File: src/rtl/ft245_pkg.sv
// ============================================================================
// Module : ft245_pkg
// Brief  : Shared types and helpers for the FT245 synchronous FIFO PHY:
//          bus FSM state encoding, byte width, burst-counter width function.
// Rev    : 1.0  initial release
// ============================================================================
`default_nettype none

package ft245_pkg;

  localparam int BYTE_W = 8;

  typedef enum logic [2:0] {
    ST_IDLE     = 3'd0,
    ST_RX_OE    = 3'd1,
    ST_RX_READ  = 3'd2,
    ST_RX_END   = 3'd3,
    ST_TX_WRITE = 3'd4,
    ST_TURN     = 3'd5
  } ft245_state_t;

  // Width of a burst counter able to hold 0 .. burst_max-1.
  function automatic int burst_cnt_w(input int burst_max);
    return (burst_max > 2) ? $clog2(burst_max) : 1;
  endfunction

endpackage

`default_nettype wire

File: src/rtl/ft245_tx_hold.sv
// ============================================================================
// Module : ft245_tx_hold
// Brief  : One-entry transmit holding register between the tx byte stream
//          and the FT245 write strobe. A byte leaves only when the FTDI
//          accepts it, so a txe_n stall keeps it for retry.
// Ports  : ftdi_clk, rst          clock / synchronous active-high reset
//          i_tx_data, i_tx_valid  incoming byte stream
//          o_tx_ready             byte taken this cycle when valid & ready
//          i_accept               FTDI took the held byte at this edge
//          o_full                 holding register occupied
//          o_full_nxt, o_byte_nxt contents after the coming edge
// Rev    : 1.0  initial release
// ============================================================================
`default_nettype none

module ft245_tx_hold
  import ft245_pkg::*;
(
  input  logic              ftdi_clk,
  input  logic              rst,
  input  logic [BYTE_W-1:0] i_tx_data,
  input  logic              i_tx_valid,
  output logic              o_tx_ready,
  input  logic              i_accept,
  output logic              o_full,
  output logic              o_full_nxt,
  output logic [BYTE_W-1:0] o_byte_nxt
);

  logic              r_full;
  logic [BYTE_W-1:0] r_byte;
  logic              w_accept;
  logic              w_load;

  assign w_accept   = i_accept & r_full;
  // A byte being accepted this edge frees the slot for a new one in the same cycle.
  assign o_tx_ready = ~rst & (~r_full | w_accept);
  assign w_load     = i_tx_valid & o_tx_ready;
  assign o_full     = r_full;

  always_comb begin
    o_full_nxt = r_full;
    o_byte_nxt = r_byte;
    if (w_load) begin
      o_full_nxt = 1'b1;
      o_byte_nxt = i_tx_data;
    end else if (w_accept) begin
      o_full_nxt = 1'b0;
    end
  end

  always_ff @(posedge ftdi_clk) begin
    if (rst) begin
      r_full <= 1'b0;
      r_byte <= '0;
    end else begin
      r_full <= o_full_nxt;
      r_byte <= o_byte_nxt;
    end
  end

endmodule

`default_nettype wire

File: src/rtl/ft245_sync_phy.sv
// ============================================================================
// Module : ft245_sync_phy
// Brief  : FPGA-side PHY for the FT245 synchronous FIFO bus. Arbitrates
//          between RX bursts (priority) and TX bursts, drives oe_n/rd_n/wr_n
//          and the data bus, and converts to/from byte streams.
// Ports  : ftdi_clk, rst                  60 MHz FTDI clock / sync reset
//          ftdi_data_i/_o/_oe             tri-state data bus pad signals
//          ftdi_rde_n, ftdi_txe_n         FTDI RXF# / TXE# status
//          ftdi_oe_n/rd_n/wr_n/siwu       FTDI control strobes (registered)
//          rx_data, rx_valid, rx_afull    received byte stream
//          tx_data, tx_valid, tx_ready    transmit byte stream
// Config : FT245_SIWU_EN  enables the send-immediate idle timer; when left
//          undefined ftdi_siwu is tied high.
// Rev    : 1.0  initial release
// ============================================================================
`default_nettype none

module ft245_sync_phy
  import ft245_pkg::*;
#(
  parameter int RX_BURST_MAX = 512,
  parameter int TX_BURST_MAX = 512,
  parameter int SIWU_IDLE    = 16
) (
  input  logic              ftdi_clk,
  input  logic              rst,
  input  logic [BYTE_W-1:0] ftdi_data_i,
  output logic [BYTE_W-1:0] ftdi_data_o,
  output logic              ftdi_data_oe,
  input  logic              ftdi_rde_n,
  input  logic              ftdi_txe_n,
  output logic              ftdi_oe_n,
  output logic              ftdi_rd_n,
  output logic              ftdi_wr_n,
  output logic              ftdi_siwu,
  output logic [BYTE_W-1:0] rx_data,
  output logic              rx_valid,
  input  logic              rx_afull,
  input  logic [BYTE_W-1:0] tx_data,
  input  logic              tx_valid,
  output logic              tx_ready
);

  localparam int RX_CNT_W = burst_cnt_w(RX_BURST_MAX);
  localparam int TX_CNT_W = burst_cnt_w(TX_BURST_MAX);
  localparam logic [RX_CNT_W-1:0] c_rx_last = RX_CNT_W'(RX_BURST_MAX - 1);
  localparam logic [TX_CNT_W-1:0] c_tx_last = TX_CNT_W'(TX_BURST_MAX - 1);

  ft245_state_t      r_state, w_state_nxt;
  logic              r_oe_n, r_rd_n, r_wr_n, r_data_oe, r_rx_valid;
  logic [BYTE_W-1:0] r_data_o, r_rx_data;
  logic [RX_CNT_W-1:0] r_rx_cnt, w_rx_cnt_nxt;
  logic [TX_CNT_W-1:0] r_tx_cnt, w_tx_cnt_nxt;
  logic              w_oe_n_nxt, w_rd_n_nxt, w_wr_n_nxt, w_data_oe_nxt, w_rx_valid_nxt;
  logic [BYTE_W-1:0] w_data_o_nxt, w_rx_data_nxt;

  logic              w_tx_accept, w_hold_full, w_hold_full_nxt;
  logic [BYTE_W-1:0] w_hold_byte_nxt;
  logic              w_rx_go, w_tx_go, w_rx_exit, w_tx_exit;

  // The FTDI latches the bus byte on any edge where wr_n and txe_n are both low.
  assign w_tx_accept = ~r_wr_n & ~ftdi_txe_n;

  ft245_tx_hold u_tx_hold (
    .ftdi_clk   (ftdi_clk),
    .rst        (rst),
    .i_tx_data  (tx_data),
    .i_tx_valid (tx_valid),
    .o_tx_ready (tx_ready),
    .i_accept   (w_tx_accept),
    .o_full     (w_hold_full),
    .o_full_nxt (w_hold_full_nxt),
    .o_byte_nxt (w_hold_byte_nxt)
  );

  assign w_rx_go   = ~ftdi_rde_n & ~rx_afull;
  assign w_tx_go   = w_hold_full & ~ftdi_txe_n;
  assign w_rx_exit = ftdi_rde_n | rx_afull | (r_rx_cnt == c_rx_last);
  // Leave the write burst as soon as nothing valid will sit on the bus next
  // cycle; after 8 bytes a waiting RX burst pre-empts the transmitter.
  assign w_tx_exit = ~w_hold_full_nxt | ftdi_txe_n | (r_tx_cnt == c_tx_last) |
                     (~ftdi_rde_n & (32'(r_tx_cnt) >= 32'd8));

  // State and pin registers
  always_ff @(posedge ftdi_clk) begin
    if (rst) begin
      r_state    <= ST_IDLE;
      r_oe_n     <= 1'b1;
      r_rd_n     <= 1'b1;
      r_wr_n     <= 1'b1;
      r_data_oe  <= 1'b0;
      r_data_o   <= '0;
      r_rx_data  <= '0;
      r_rx_valid <= 1'b0;
      r_rx_cnt   <= '0;
      r_tx_cnt   <= '0;
    end else begin
      r_state    <= w_state_nxt;
      r_oe_n     <= w_oe_n_nxt;
      r_rd_n     <= w_rd_n_nxt;
      r_wr_n     <= w_wr_n_nxt;
      r_data_oe  <= w_data_oe_nxt;
      r_data_o   <= w_data_o_nxt;
      r_rx_data  <= w_rx_data_nxt;
      r_rx_valid <= w_rx_valid_nxt;
      r_rx_cnt   <= w_rx_cnt_nxt;
      r_tx_cnt   <= w_tx_cnt_nxt;
    end
  end

  // Next state
  always_comb begin
    w_state_nxt = r_state;
    unique case (r_state)
      ST_IDLE: begin
        if (w_rx_go)      w_state_nxt = ST_RX_OE;
        else if (w_tx_go) w_state_nxt = ST_TX_WRITE;
      end
      ST_RX_OE:    w_state_nxt = ST_RX_READ;
      ST_RX_READ:  if (w_rx_exit) w_state_nxt = ST_RX_END;
      ST_RX_END:   w_state_nxt = ST_TURN;
      ST_TX_WRITE: if (w_tx_exit) w_state_nxt = ST_TURN;
      ST_TURN:     w_state_nxt = ST_IDLE;
      default:     w_state_nxt = ST_IDLE;
    endcase
  end

  // Next values of the registered pins, stream outputs and counters
  always_comb begin
    w_oe_n_nxt     = r_oe_n;
    w_rd_n_nxt     = r_rd_n;
    w_wr_n_nxt     = r_wr_n;
    w_data_oe_nxt  = r_data_oe;
    w_data_o_nxt   = r_data_o;
    w_rx_data_nxt  = r_rx_data;
    w_rx_valid_nxt = 1'b0;
    w_rx_cnt_nxt   = r_rx_cnt;
    w_tx_cnt_nxt   = r_tx_cnt;
    unique case (r_state)
      ST_IDLE: begin
        if (w_rx_go) begin
          w_oe_n_nxt   = 1'b0;
          w_rx_cnt_nxt = '0;
        end else if (w_tx_go) begin
          w_data_oe_nxt = 1'b1;
          w_tx_cnt_nxt  = '0;
        end
      end
      ST_RX_OE: w_rd_n_nxt = 1'b0;
      ST_RX_READ: begin
        // The byte on the exit edge is still captured; the sink's afull
        // threshold leaves room for it.
        if (~r_rd_n & ~ftdi_rde_n) begin
          w_rx_data_nxt  = ftdi_data_i;
          w_rx_valid_nxt = 1'b1;
          if (r_rx_cnt != '1) w_rx_cnt_nxt = r_rx_cnt + 1'b1;
        end
        if (w_rx_exit) w_rd_n_nxt = 1'b1;
      end
      ST_RX_END: w_oe_n_nxt = 1'b1;
      ST_TX_WRITE: begin
        if (w_tx_accept && (r_tx_cnt != '1)) w_tx_cnt_nxt = r_tx_cnt + 1'b1;
        if (w_tx_exit) begin
          w_wr_n_nxt    = 1'b1;
          w_data_oe_nxt = 1'b0;
        end else begin
          // Present whatever the holding register will contain after this
          // edge, so bus data always matches the byte still awaiting acceptance.
          w_wr_n_nxt   = 1'b0;
          w_data_o_nxt = w_hold_byte_nxt;
        end
      end
      default: ;
    endcase
  end

  assign ftdi_oe_n    = r_oe_n;
  assign ftdi_rd_n    = r_rd_n;
  assign ftdi_wr_n    = r_wr_n;
  assign ftdi_data_oe = r_data_oe;
  assign ftdi_data_o  = r_data_o;
  assign rx_data      = r_rx_data;
  assign rx_valid     = r_rx_valid;

`ifdef FT245_SIWU_EN
  localparam int SIWU_W = $clog2(SIWU_IDLE + 1);
  localparam logic [SIWU_W-1:0] c_siwu_last = SIWU_W'(SIWU_IDLE - 1);

  logic [SIWU_W-1:0] r_siwu_cnt;
  logic              r_siwu_armed;
  logic              r_siwu_n;

  // Armed by each accepted byte, restarted by any pending tx byte, and
  // fires a single low pulse once the stream has been idle long enough.
  always_ff @(posedge ftdi_clk) begin
    if (rst) begin
      r_siwu_cnt   <= '0;
      r_siwu_armed <= 1'b0;
      r_siwu_n     <= 1'b1;
    end else begin
      r_siwu_n <= 1'b1;
      if (w_tx_accept) begin
        r_siwu_armed <= 1'b1;
        r_siwu_cnt   <= '0;
      end else if (tx_valid) begin
        r_siwu_cnt <= '0;
      end else if (r_siwu_armed) begin
        if (r_siwu_cnt == c_siwu_last) begin
          r_siwu_n     <= 1'b0;
          r_siwu_armed <= 1'b0;
          r_siwu_cnt   <= '0;
        end else begin
          r_siwu_cnt <= r_siwu_cnt + 1'b1;
        end
      end
    end
  end

  assign ftdi_siwu = r_siwu_n;
`else
  assign ftdi_siwu = 1'b1;
`endif

endmodule

`default_nettype wire

File: config.mk
export PLATFORM = sky130hd
export DESIGN_NAME = ft245_sync_phy
export DESIGN_NICKNAME = d
export VERILOG_FILES = /design/src/rtl/ft245_pkg.sv /design/src/rtl/ft245_tx_hold.sv /design/src/rtl/ft245_sync_phy.sv
export SDC_FILE = /design/constraint.sdc
export NUM_CORES = 1
export LEC_CHECK = 0
export BUFFER_PORTS_ARGS = -buffer_cell sky130_fd_sc_hd__buf_2
export CAP_MARGIN = 0
export CORE_ASPECT_RATIO = 0.7
export CORE_MARGIN = 4
export CORE_UTILIZATION = 45
export DETAILED_ROUTE_END_ITERATION = 10
export PLACE_DENSITY = 0.7
export SYNTH_ARGS = -nofsm -noshare
export SYNTH_HDL_FRONTEND = slang
export SYNTH_SLANG_ARGS = --single-unit
File: constraint.sdc
create_clock -name ftdi_clk -period 2.28 [get_ports ftdi_clk]
set_input_delay 0.228 -clock ftdi_clk [delete_from_list [all_inputs] [get_ports ftdi_clk]]
set_output_delay 0.228 -clock ftdi_clk [all_outputs]
set_load 0.02 [all_outputs]
# After elaboration in Yosys (flattened, before gate mapping)
# Cells that the tools add are included.
op_classes:
  addsub: 2
  magnitude_cmp: 1
  eq_ne: 17
  mux: 26
  n_bitwise: 24
  reduce_logical: 15
op_table:
  columns: ["operator", "count"]
  rows:
  - ["$mux W9", 6]
  - ["$pmux W9 S2", 2]
  - ["$add A9 B1 Y9 const B", 2]
  - ["$eq A9 B9 Y1 const B", 2]
  - ["$ne A9 B9 Y1 const B", 2]
  - ["$ne A2 B2 Y1 const B", 8]
  - ["$pmux W3 S5", 1]
  - ["$mux W3", 4]
  - ["$reduce_and A4 Y1", 3]
  - ["$not A1 Y1", 10]
  - ["$ge A9 B4 Y1 const B", 1]
  - ["$mux W1", 9]
  - ["$and A1 B1 Y1", 8]
  - ["$mux W8", 1]
  - ["$reduce_and A2 Y1", 4]
  - ["$reduce_bool A2 Y1", 4]
  - ["$eq A3 B2 Y1 const B", 2]
  - ["$or A1 B1 Y1", 6]
  - ["$pmux W1 S2", 3]
  - ["$eq A3 B1 Y1 const B", 1]
  - ["$eq A3 B3 Y1 const B", 1]
  - ["$logic_not A3 Y1", 1]
  - ["$ne A3 B3 Y1 const B", 1]
  - ["$reduce_and A3 Y1", 1]
  - ["other kinds (2)", 2]
word_totals:
  reg_bits: 51
  input_bits: 22
  out_inout_bits: 23
  elab_cells: 97

# Longest topological paths before layout
# Gate-level depths: netlist (run 1).
logic_depth:
  word_depth: 13
  ltp_mapped: 8

# Modules after synthesis
# From an unflattened synthesis (run 1), not the netlist that was laid out.
hier_totals:
  hier_cells: 284
  area_unflattened_um2: 2506.2
by_module_without_submodules:
  columns: ["mod", "n_inst", "cells_per_inst", "area_each_um2"]
  rows:
  - ["ft245_sync_phy", 1, 230, 2000.7]
  - ["ft245_tx_hold", 1, 54, 505.5]

# Worst setup path before layout (run 1)
# No wires, ideal clock.
synth_path:
  path_type: "register -> register"
  from: "register r_tx_cnt[0]"
  to: "register r_data_o[0] (netlist: ftdi_data_o[0])"
  t_arrival_ns: 2.046
  slack_ns: 0.113
  path_stages_with_launch: 7
  path_buffers: 0
  cell_sequence: "dfxtp_1 > ha_1 > and4_1 > ha_1 > or2_2 > nor4_4 > mux2_2"
synth_via:
  elab_chain_len: 5
synth_lines:
  columns: ["item", "line", "source"]
  rows:
  - ["start, declared", "ft245_sync_phy.sv:53", "logic [TX_CNT_W-1:0] r_tx_cnt, w_tx_cnt_nxt;"]
  - ["start signal, assigned", "ft245_sync_phy.sv:107", "r_tx_cnt <= w_tx_cnt_nxt;"]
  - ["$ge A9 B4 Y1 or $eq A9 B9 Y1 (tied branches)", "ft245_sync_phy.sv:82, ft245_sync_phy.sv:81", null]
  - ["$and A1 B1 Y1 or $or A1 B1 Y1 (tied branches)", "ft245_sync_phy.sv:82, ft245_sync_phy.sv:81", null]
  - ["$or A1 B1 Y1 (*)", "ft245_sync_phy.sv:81", "assign w_tx_exit = ~w_hold_full_nxt | ftdi_txe_n | (r_tx_cnt == c_tx_last) |"]
  - ["$not A1 Y1 (no source line) (*)", null, null]
  - ["$reduce_and A2 Y1 (no source line) (*)", null, null]
  - ["end signal, assigned", "ft245_sync_phy.sv:103", "r_data_o <= w_data_o_nxt;"]
  - ["end, declared", "ft245_sync_phy.sv:51", "logic [BYTE_W-1:0] r_data_o, r_rx_data;"]
# Every way passes the cells marked *; elsewhere a longest branch is shown, timed or not.
# A chain may end at the register's enable or synchronous reset.

# Worst setup path in the final report (run 1)
layout_path:
  from: "register r_tx_cnt[5]"
  to: "register r_data_o[0] (netlist: ftdi_data_o[0])"
# The elaborated chain is that of the path after synthesis.

==> summary.md, run 1 <==
| Metric | Value |
|---|---|
| Status | complete, no violations |
| Clk_skew | 6.10 ps |
| Mapped Avg Cell Area | approximately 8.9 µm² |
| CP bufs+invs | 1 |
| Post-route clock period utilization | 95.1% |
| I/O Pins | 45 |
| CP Capture Type | flop |
| Max Freq | 461 MHz |
| Yosys top cell area share | 43.0% |
| Largest family of logic cells by synthesized area | simple AND/OR/NAND/NOR gates |
| Power Density | 687 nW/µm² |
| H-tree depth | 2 |
| Vias in the first global route | 1882 |
| DRT Wirelength | 5230 µm |
| Largest net degree at the start of global routing | 32 |
| CP Cell Sequence | and4_4 -> and4_1 -> ha_1 -> or2_4 -> nor4_4 -> buf_4 -> mux2_2 |
| Std cell rows | 21 |
| Kind of critical path | reg2reg |
| Ratio of cells with drive above 1 in the final layout | 24.4% |
| Die X-Extent | 94.8 µm |
| RSZ-0062 raised after global routing | no |
| Gpl congestion | 0.818 |
| Clock-pin slew on the worst setup and hold paths | 90 ps |
| Skew-Pair Late Insertion Delay | ~300 ps |
| First-pass DRT Iterations | 4 |
| CP peak stage delay | approximately 350 ps |
| Core ar. | 4940 µm² |
| Vias/cell | ~5.4 |
| PortBufs | 43 |
| Post-DRT Antenna Nets | 0 |
| Critical path fanouts, max | 4 |
| Startpoint types | flop |
| # DRC | 0 |
| Largest area contributor in the netlist | dfxtp_1 |
| Synth Area in Compound Gates | 16.7% |
| Die ar. | 6520 µm² |
| All-Layer GR Usage | 17.2% |
| # setup viols final | 0 |
| Max Cap Viol | 0 |
| GRT overflow | 0 |
| CTS buffer count | 5 |
| Synth area leaders | dfxtp_1 43%, a21oi_1 5.1%, mux2i_1 4.6%, mux2_2 3.8%, o21ai_0 3.4% |
| Ant diodes | 0 |
| RR Startpoint | r_tx_cnt[5] |
| Xor and xnor area share after synthesis | under 10% |
| Count of final max-slew check failures | 0 |
| Dpl cell area | 2660 µm² |
| Non-Filler Instances | 381 |
| Clock Tree Buf Depth | 2 |
| HP Start | ftdi_data_i[3] |
| Final hold violation count | 0 |
| Die span in y | 68.7 µm |
| Initial core utilization | 48.0% |
| CTS Sinks | 51 |
| Maximum vdd drop | 0.352 mV |
| Syn_nets | 294 |
| Slowest cell on crit path | dfxtp_1 |
| Mux contribution to synthesized area | 8.44% |
| Cts hold-fix bufs | 0 |
| Initial antenna violation count | 0 |
| First-pass GRT wire length | 8910 µm |
| Critical path arrival | 2360 ps |
| Rel. slew slack | between 50 and 60% |
| Worst Path Required | approximately 2500 ps |
| Min Tclk post-route | 2170 ps |
| Seq/Total Area, Yosys | between 40 and 50% |
| Final Cell Area | about 2800 µm² |
| Simple-gate area share of the yosys netlist | approximately a quarter |
| EDFF count, synth | 0 |
| Synth-to-layout area growth | 17.7% |
| Post-synthesis cell area | 2370 µm² |
| CP top delay family | simple AND/OR/NAND/NOR gates |
| Inst Count DP | between 300 and 400 |
| Primary FF master, synth | dfxtp_1 |
| TritonCTS clock tree | built |
| Worst-Margin Slew | between 600 and 700 ps |
| Adder-cell share of the synthesized area | 2.64% |
| First DRT Iteration DRCs | 124 |
| Share of synthesized registers carrying an async set or reset | 0% |
| CP Launch Point | r_tx_cnt[5] |
| Total number of vias | 2059 |
| P_leak | 1.20 nW |
| Syn Inst Count | 267 |
| Worst hold path type | in2reg |
| WL/cell | 13.7 µm |
| CTS root buffer | clkbuf_8 |
| Synthesized flop and latch total | about 50 |
| Final setup TNS | 0 ps |
| Synth warnings | 0 |
| Total Power | between 1.5 and 2 mW |
| Layout Nets | 338 |
| Hpwl dp | between 3000 and 4000 µm |
| FF-to-FF setup slack | 110 ps |
| Unique cell type count in the Yosys netlist | 47 |
-- cell families after synthesis --
group	count (synthesis)
and+or+nand+nor	100
AOI/OAI and AO/OA	66
DFF	51
buffers and inverters	21
muxes	19
adders and majority gates	5
xor gates and xnor gates	4
other	1
-- report_power, final --
part / total, mW / switching (mW) / internal, mW
Combinational: 0.313 / 0.188 / 0.125
Clock: 0.632 / 0.300 / 0.332
Sequential: 0.973 / 0.0455 / 0.928
-- what timing repair did --
| action | in CTS | in global routing |
|---|---|---|
| endpoints found under the setup margin | 0 | 10 |
| gates resized for setup | 0 | 5 |
| setup buffers | 0 | 0 |
-- metrics by stage --
stage          hold slack [ps]  utilization [%]  setup WS [ps]
3_3_place_gp               457             53.9            135
4_1_cts                    146             56.2           64.5
3_5_place_dp               472             53.9           92.3
2_1_floorplan              372                -            113
5_1_grt                    175             56.5           26.4
6_report                   157             56.5            111
-- placed cells by master (no fill, tap or decap), types with 3 or more instances in the layout --
cell and count:
nand2_1 18, dfxtp_1 51, buf_2 43, clkbuf_8 5, o211ai_1 6, mux2i_1 11
nor2b_1 10, o31ai_1 4, ha_1 4, or3_1 3, xor2_1 3, nor3_1 5
nand2b_1 3, o21a_1 4, a21oi_1 24, or4_1 5, nor2_1 20, o21ai_0 16
o2111ai_1 5, nand3_1 14, buf_4 6, inv_1 8, mux2_2 8
-- layer usage --
layer	up-vias	share of wire (%)	global-route usage (%)
li1	1050	-	-
met1	965	52	25.2
met2	42	42	25.6
met3	2	5.5	4.45
met4	0	0.27	2.88
met5	-	0	0
-- state kept, by name (all words and copies together) (netlist names) --
name              flops
ftdi_oe_n             1
u_tx_hold.o_full      1
rx_valid              1
ftdi_data_oe          1
u_tx_hold.r_byte      8
r_tx_cnt              9
rx_data               8
r_state               3
r_rx_cnt              9
ftdi_rd_n             1
ftdi_data_o           8
ftdi_wr_n             1
-- Yosys cell counts (all sizes together) (2+ instances only) --
master,n
a21oi,24
a31oi,2
and3,2
and4,3
buf,5
clkbuf,8
dfxtp,51
ha,5
inv,8
mux2,8
mux2i,11
nand2,18
nand2b,3
nand3,14
nand4,2
nor2,20
nor2b,10
nor3,6
nor3b,2
nor4,2
nor4b,2
o2111ai,5
o211ai,6
o21a,4
o21ai,17
o31ai,4
or2,3
or3,3
or3b,2
or4,5
xor2,3
-- worst reg2reg max path, delay by kind of cell (launching register included) --
family | cells | cell delay [ps]
flip-flops | 1 | 350
buffers and inverters | 1 | 190
multiplexers | 1 | 330
AND/OR/NAND/NOR | 4 | 980
adder cells (fa/ha/maj) | 1 | 210
-- final cells by class --
| cell class | count | area (µm²) |
|---|---|---|
| inverters | 8 | 30.0 |
| flip-flops and latches | 51 | 1020 |
| multi-input cells | 195 | 1270 |
| clock inverters | 2 | 38.8 |
| repair buffers | 50 | 272 |
| well taps | 69 | 86.3 |
| clock buffers | 6 | 72.6 |
| fillers | 485 | 2150 |
-- final timing paths --
kind	cells past startpoint	to
setup / recovery	7	ftdi_data_o[0]
hold / removal	3	rx_data[3]
setup reg to reg	7	ftdi_data_o[0]
hold reg to reg	2	r_rx_cnt[8]
Power figures use the tool's default switching activity.
==> run 2: changes to the inputs <==
--- a/config.mk
+++ b/config.mk
@@ -12,6 +12,7 @@
 export CORE_UTILIZATION = 45
 export DETAILED_ROUTE_END_ITERATION = 10
 export PLACE_DENSITY = 0.7
+export RECOVER_POWER = 50
 export SYNTH_ARGS = -nofsm -noshare
 export SYNTH_HDL_FRONTEND = slang
 export SYNTH_SLANG_ARGS = --single-unit
==> run 2 against run 1 <==
Sequential share of layout area is 0.41 points higher. Utilization down 0.63 points. Combinational power is 2% lower. Routed wire length rose by 0.50%. Clock-buffer cell count stayed put. Total power is 0.32% lower. Cell count stayed put. Sequential power hardly changed. Clock power about the same. First-iteration DRC count rose by 12%. Flip-flop and latch count is the same.
==> summary.md, run 2 (same netlist as run 1, synthesis figures left out) <==
| Metric | Value |
|---|---|
| Net switching power figure | about 530 µW |
| CP Cell Sequence | and4_4 -> and4_1 -> ha_1 -> or2_4 -> nor4_4 -> buf_4 -> mux2_2 |
| # setup viols final | 0 |
| Clock-pin slew on the worst setup and hold paths | 90 ps |
| Util after Layout | 55.9% |
| Die span in y | 68.7 µm |
| Worst Path Required | 2470 ps |
| Critical path fanouts, max | 4 |
| Clock power frac | 33.0% |
| Layout Nets | around 340 |
| Clock Tree Buf Depth | 2 |
| Final setup TNS | 0 ps |
| Final hold violation count | 0 |
| Die ar. | roughly 6500 µm² |
| Startpoint types | flop |
| Sw Share | 28.0% |
| Ant diodes | 0 |
| Rel. slew slack | 31.6% |
| Largest net degree at the start of global routing | 32 |
| Hpwl dp | 3900 µm |
| Inst Count DP | 373 |
| Biggest regs | r_rx_cnt: 9 flops, r_tx_cnt: 9 flops |
| Ratio of cells with drive above 1 in the final layout | 17.0% |
| RSZ-0062 raised after global routing | no |
| Commonest cells after routing, fill and taps aside | 51 x dfxtp_1, 24 x a21oi_1, 24 x clkbuf_1, 21 x buf_2, 20 x nor2_1 |
| # DRC | 0 |
| P_leak | between 1 and 1.5 nW |
| Register share of total power | 50.9% |
| FF-to-FF setup slack | 100 ps |
| CP peak stage delay | 360 ps |
| Cells on worst reg2reg path | 7 |
| Core ar. | 4940 µm² |
| Status | complete, no violations |
| Critical Path End | ftdi_data_o[0] |
| First-pass GRT wire length | 8910 µm |
| R2r endpoint | ftdi_data_o[0] |
| Initial core utilization | 48.0% |
| Slowest cell on crit path | dfxtp_1 |
| Total Power | 1.91 mW |
| Synth-to-layout area growth | 16.4% |
| Max Freq | about 460 MHz |
| Post-DRT Antenna Nets | 0 |
| Skew-Pair Late Insertion Delay | 300 ps |
| Gpl congestion | 0.818 |
| H-tree depth | 2 |
| Initial antenna violation count | 0 |
| Maximum vdd drop | 0.352 mV |
| CTS Sinks | 51 |
| GRT overflow | 0 |
| First-pass DRT Iterations | 4 |
| I/O Pins | 45 |
| All-Layer GR Usage | between 10% and 20% |
| Comb power frac | approximately 16% |
| Critical path arrival | 2370 ps |
| TritonCTS clock tree | built |
| PortBufs | 43 |
| Max Cap Viol | 0 |
| CTS buffer count | 5 |
| Count of final max-slew check failures | 0 |
| Std cell rows | 21 |
| CP Launch Point | r_tx_cnt[5] |
| First DRT Iteration DRCs | 139 |
| Post-route clock period utilization | 95.4% |
| Vias/cell | 5.42 |
| Cell internal pwr | 1.38 mW |
| RR Startpoint | r_tx_cnt[5] |
| Total number of vias | 2065 |
| CTS root buffer | clkbuf_8 |
| Worst-Margin Slew | 1020 ps |
| Clk_skew | 7.07 ps |
| Worst hold path type | in2reg |
| Die X-Extent | 94.8 µm |
| Min Tclk post-route | 2180 ps |
| DRT Wirelength | 5260 µm |
| Final WS setup | 104 ps |
| Post-Place Worst Slack | 92.3 ps |
| WL/cell | 13.8 µm |
| Vias in the first global route | 1882 |
| Kind of critical path | reg2reg |
| Non-Filler Instances | roughly 380 |
| Power Density | 693 nW/µm² |
| Commonest non-fill, non-tap cell in the layout | dfxtp_1 |
| CP Capture Type | flop |
==> run 2: cell count changes in the layout (fill, tap and decap cells not counted) <==
cell,delta
o21ai_0,+1
clkbuf_1,+23
buf_4,-1
o21ai_1,-1
buf_2,-22
==> run 2: power by group through the flow <==
stage | Sequential [mW] | Combinational (mW) | Clock (mW)
after floorplan | 0.986 | 0.229 | 0
after global placement | 0.993 | 0.307 | 0
after detailed placement | 0.993 | 0.310 | 0
after CTS | 0.972 | 0.312 | 0.650
after global routing | 0.982 | 0.344 | 0.686
final | 0.974 | 0.306 | 0.632
==> run 2: routing by layer <==
metal  up-vias  share of wire (%)  track usage (%)
li1       1054                  -                -
met1       959                 52             25.2
met2        50                 42             25.6
met3         2                5.9             4.45
met4         0               0.27             2.88
met5         -                  0                0
==> run 2: cell type report <==
cell class	instances	area, µm²
tap	69	86.3
fill	494	2180
timing repair buffer	50	240
inverter	8	30.0
clock inverter	2	38.8
clock buffer	6	72.6
sequential	51	1020
multi-input combinational	195	1270
==> run 2: how the worst min path moves through the flow <==
stage	start	end	slack (ps)	cells after the start
finish	ftdi_data_i[3]	rx_data[3]	160	3
global route	ftdi_data_i[5]	rx_data[5]	170	3
CTS	ftdi_data_i[3]	rx_data[3]	150	3
detailed placement	r_rx_cnt[8]	r_rx_cnt[8]	470	2
global placement	ftdi_data_i[0]	rx_data[0]	460	3
floorplan	ftdi_data_i[0]	rx_data[0]	370	2
==> run 2: worst max-delay path: cells and delay by family (launching register included) <==
| family | cells | cell delay (ps) |
|---|---|---|
| adder cells (fa/ha/maj) | 1 | 210 |
| buffers and inverters | 1 | 190 |
| flip-flops | 1 | 360 |
| multiplexers | 1 | 330 |
| AND/OR/NAND/NOR | 4 | 980 |
==> run 2: repair_timing <==
action                     4_1_cts  5_1_grt
setup endpoints to repair        0       10
resized for setup                0        5
setup buffers                    0        0
hold buffers                     0        0
==> run 2: per-stage QoR <==
stage / instance area, µm² / hold slack [ps]
2_1_floorplan: 2370 / 372
3_3_place_gp: 2660 / 457
3_5_place_dp: 2660 / 472
4_1_cts: 2780 / 146
5_1_grt: 2760 / 175
6_report: 2760 / 156
==> run 3: changes to the inputs <==
==> constraint.sdc (replaced) <==
create_clock -name ftdi_clk -period 2.28 [get_ports ftdi_clk]
set_input_delay 0.228 -clock ftdi_clk [delete_from_list [all_inputs] [get_ports ftdi_clk]]
set_output_delay 0.228 -clock ftdi_clk [all_outputs]
set_load 0.005 [all_outputs]
==> run 3 against run 2 <==
Global-route usage unchanged. Cell count did not move. Via count rose by 0.15%.
==> summary.md, run 3 (same netlist as run 1, synthesis figures left out) <==
| Metric | Value |
|---|---|
| Cts hold-fix bufs | 0 |
| Clock Tree Buf Depth | 2 |
| Commonest cells after routing, fill and taps aside | 51 x dfxtp_1, 32 x buf_2, 24 x a21oi_1, 20 x nor2_1, 18 x nand2_1 |
| Max Freq | 461 MHz |
| CP bufs+invs | 1 |
| Commonest non-fill, non-tap cell in the layout | dfxtp_1 |
| Largest net degree at the start of global routing | 32 |
| Gpl congestion | 0.818 |
| Ratio of cells with drive above 1 in the final layout | 20.5% |
| Skew-Pair Late Insertion Delay | 300 ps |
| CTS resizes | 0 |
| Biggest regs | r_rx_cnt: 9 flops, r_tx_cnt: 9 flops |
| Min Tclk post-route | 2170 ps |
| P_leak | 1.15 nW |
| Synth-to-layout area growth | 16.9% |
| Die X-Extent | 94.8 µm |
| CTS buffer count | 5 |
| Dpl cell area | about 2700 µm² |
| Final Cell Area | 2770 µm² |
| FF-to-FF setup slack | 110 ps |
| RR Startpoint | r_tx_cnt[5] |
| Worst-Margin Slew | slightly below 1000 ps |
| Initial antenna violation count | 0 |
| First-pass DRT Iterations | 4 |
| Vias in the first global route | 1882 |
| CP top delay family | simple AND/OR/NAND/NOR gates |
| Clock-pin slew on the worst setup and hold paths | 90 ps |
| H-tree depth | 2 |
| CTS root buffer | clkbuf_8 |
| Post-route clock period utilization | between 90 and 100% |
| Core ar. | between 4000 and 5000 µm² |
| CP Capture Type | flop |
| Critical path arrival | roughly 2400 ps |
| Rel. slew slack | 34.1% |
| HP Start | ftdi_data_i[3] |
| Initial core utilization | 48.0% |
| CTS Sinks | 51 |
| Final setup TNS | 0 ps |
| Maximum vdd drop | 0.351 mV |
| RSZ-0062 raised after global routing | no |
| CP Cell Sequence | and4_4 -> and4_1 -> ha_1 -> or2_4 -> nor4_4 -> buf_4 -> mux2_2 |
| Count of final max-slew check failures | 0 |
| CP peak stage delay | 350 ps |
| R2r endpoint | ftdi_data_o[0] |
| All-Layer GR Usage | 17.2% |
| I/O Pins | 45 |
| Critical path fanouts, max | 4 |
| Slowest cell on crit path | dfxtp_1 |
| Startpoint types | flop |
| DRT Wirelength | between 5000 and 6000 µm |
| Hold depth | 3 |
| Clk_skew | 7.62 ps |
| GRT overflow | 0 |
| Power Density | roughly 680 nW/µm² |
| Ant diodes | 0 |
| Vias/cell | 5.43 |
| Max Cap Viol | 0 |
| Total number of vias | 2068 |
| Min-Delay Endpoint | rx_data[3] |
| Cells on worst reg2reg path | 7 |
| Std cell rows | 21 |
| First-pass GRT wire length | 8910 µm |
| Kind of critical path | reg2reg |
| Status | complete, no violations |
| Die ar. | between 6000 and 7000 µm² |
| Worst Path Required | 2470 ps |
| TritonCTS clock tree | built |
| Final hold violation count | 0 |
| First DRT Iteration DRCs | 107 |
| PortBufs | between 40 and 50 |
| Die span in y | 68.7 µm |
| # setup viols final | 0 |
| Hpwl dp | 3900 µm |
| Post-DRT Antenna Nets | 0 |
| Layout Nets | 338 |
| # DRC | 0 |
| Hold WS | 158 ps |
| WL/cell | 13.8 µm |
| Worst hold path type | in2reg |
| Postcts setup bufs | 0 |
-- run 3: cell count changes in the layout (fill, tap and decap cells not counted), sizes merged --
cell and delta:
buf +11, clkbuf -11
-- run 3: report_power, final --
group | switching, mW | internal [mW]
Clock | 0.299 | 0.332
Sequential | 0.0463 | 0.928
Combinational | 0.170 | 0.119
Total | 0.515 | 1.38
-- run 3: worst min-delay path, delay by kind of cell --
family / cells / cell delay (ps)
buf+inv: 1 / 70
simple gates: 1 / 70
mux: 1 / 50
-- run 3: how the worst max path moves through the flow --
stage	startpoint	to	slack, ps	depth (start not counted)
floorplan	r_tx_cnt[0]	ftdi_data_o[0]	110	6
global placement	r_tx_cnt[0]	ftdi_data_o[6]	140	7
detailed placement	r_tx_cnt[4]	ftdi_data_o[4]	90	7
CTS	r_tx_cnt[4]	ftdi_data_o[4]	60	7
global route	r_tx_cnt[5]	ftdi_data_o[1]	30	7
finish	r_tx_cnt[5]	ftdi_data_o[0]	110	7
-- run 3: layer usage --
| metal | up-vias | part of all wire, % | track usage, % | routed length, µm |
|---|---|---|---|---|
| li1 | 1051 | - | - | - |
| met1 | 963 | 51 | 25.2 | 2700 |
| met2 | 52 | 43 | 25.6 | 2240 |
| met3 | 2 | 5.9 | 4.45 | 310 |
| met4 | 0 | 0.27 | 2.88 | 14 |
| met5 | - | 0 | 0 | 0 |
-- run 3: per-stage QoR --
step                cells  power, mW  util (%)  worst slack (ps)
floorplan             267       1.19         -               113
global placement      373       1.28      53.9               135
detailed placement    373       1.28      53.9              92.3
CTS                   381       1.91      56.2              64.5
global route          381       1.99      56.2              26.4
finish                381       1.89      56.2               111
-- run 3: area by class of cell --
cell class,count,area [µm²]
multi-input combinational,195,1270
clock buffer,6,72.6
inverter,8,30.0
fill,493,2170
clock inverter,2,38.8
tap,69,86.3
timing repair buffer,50,254
sequential,51,1020
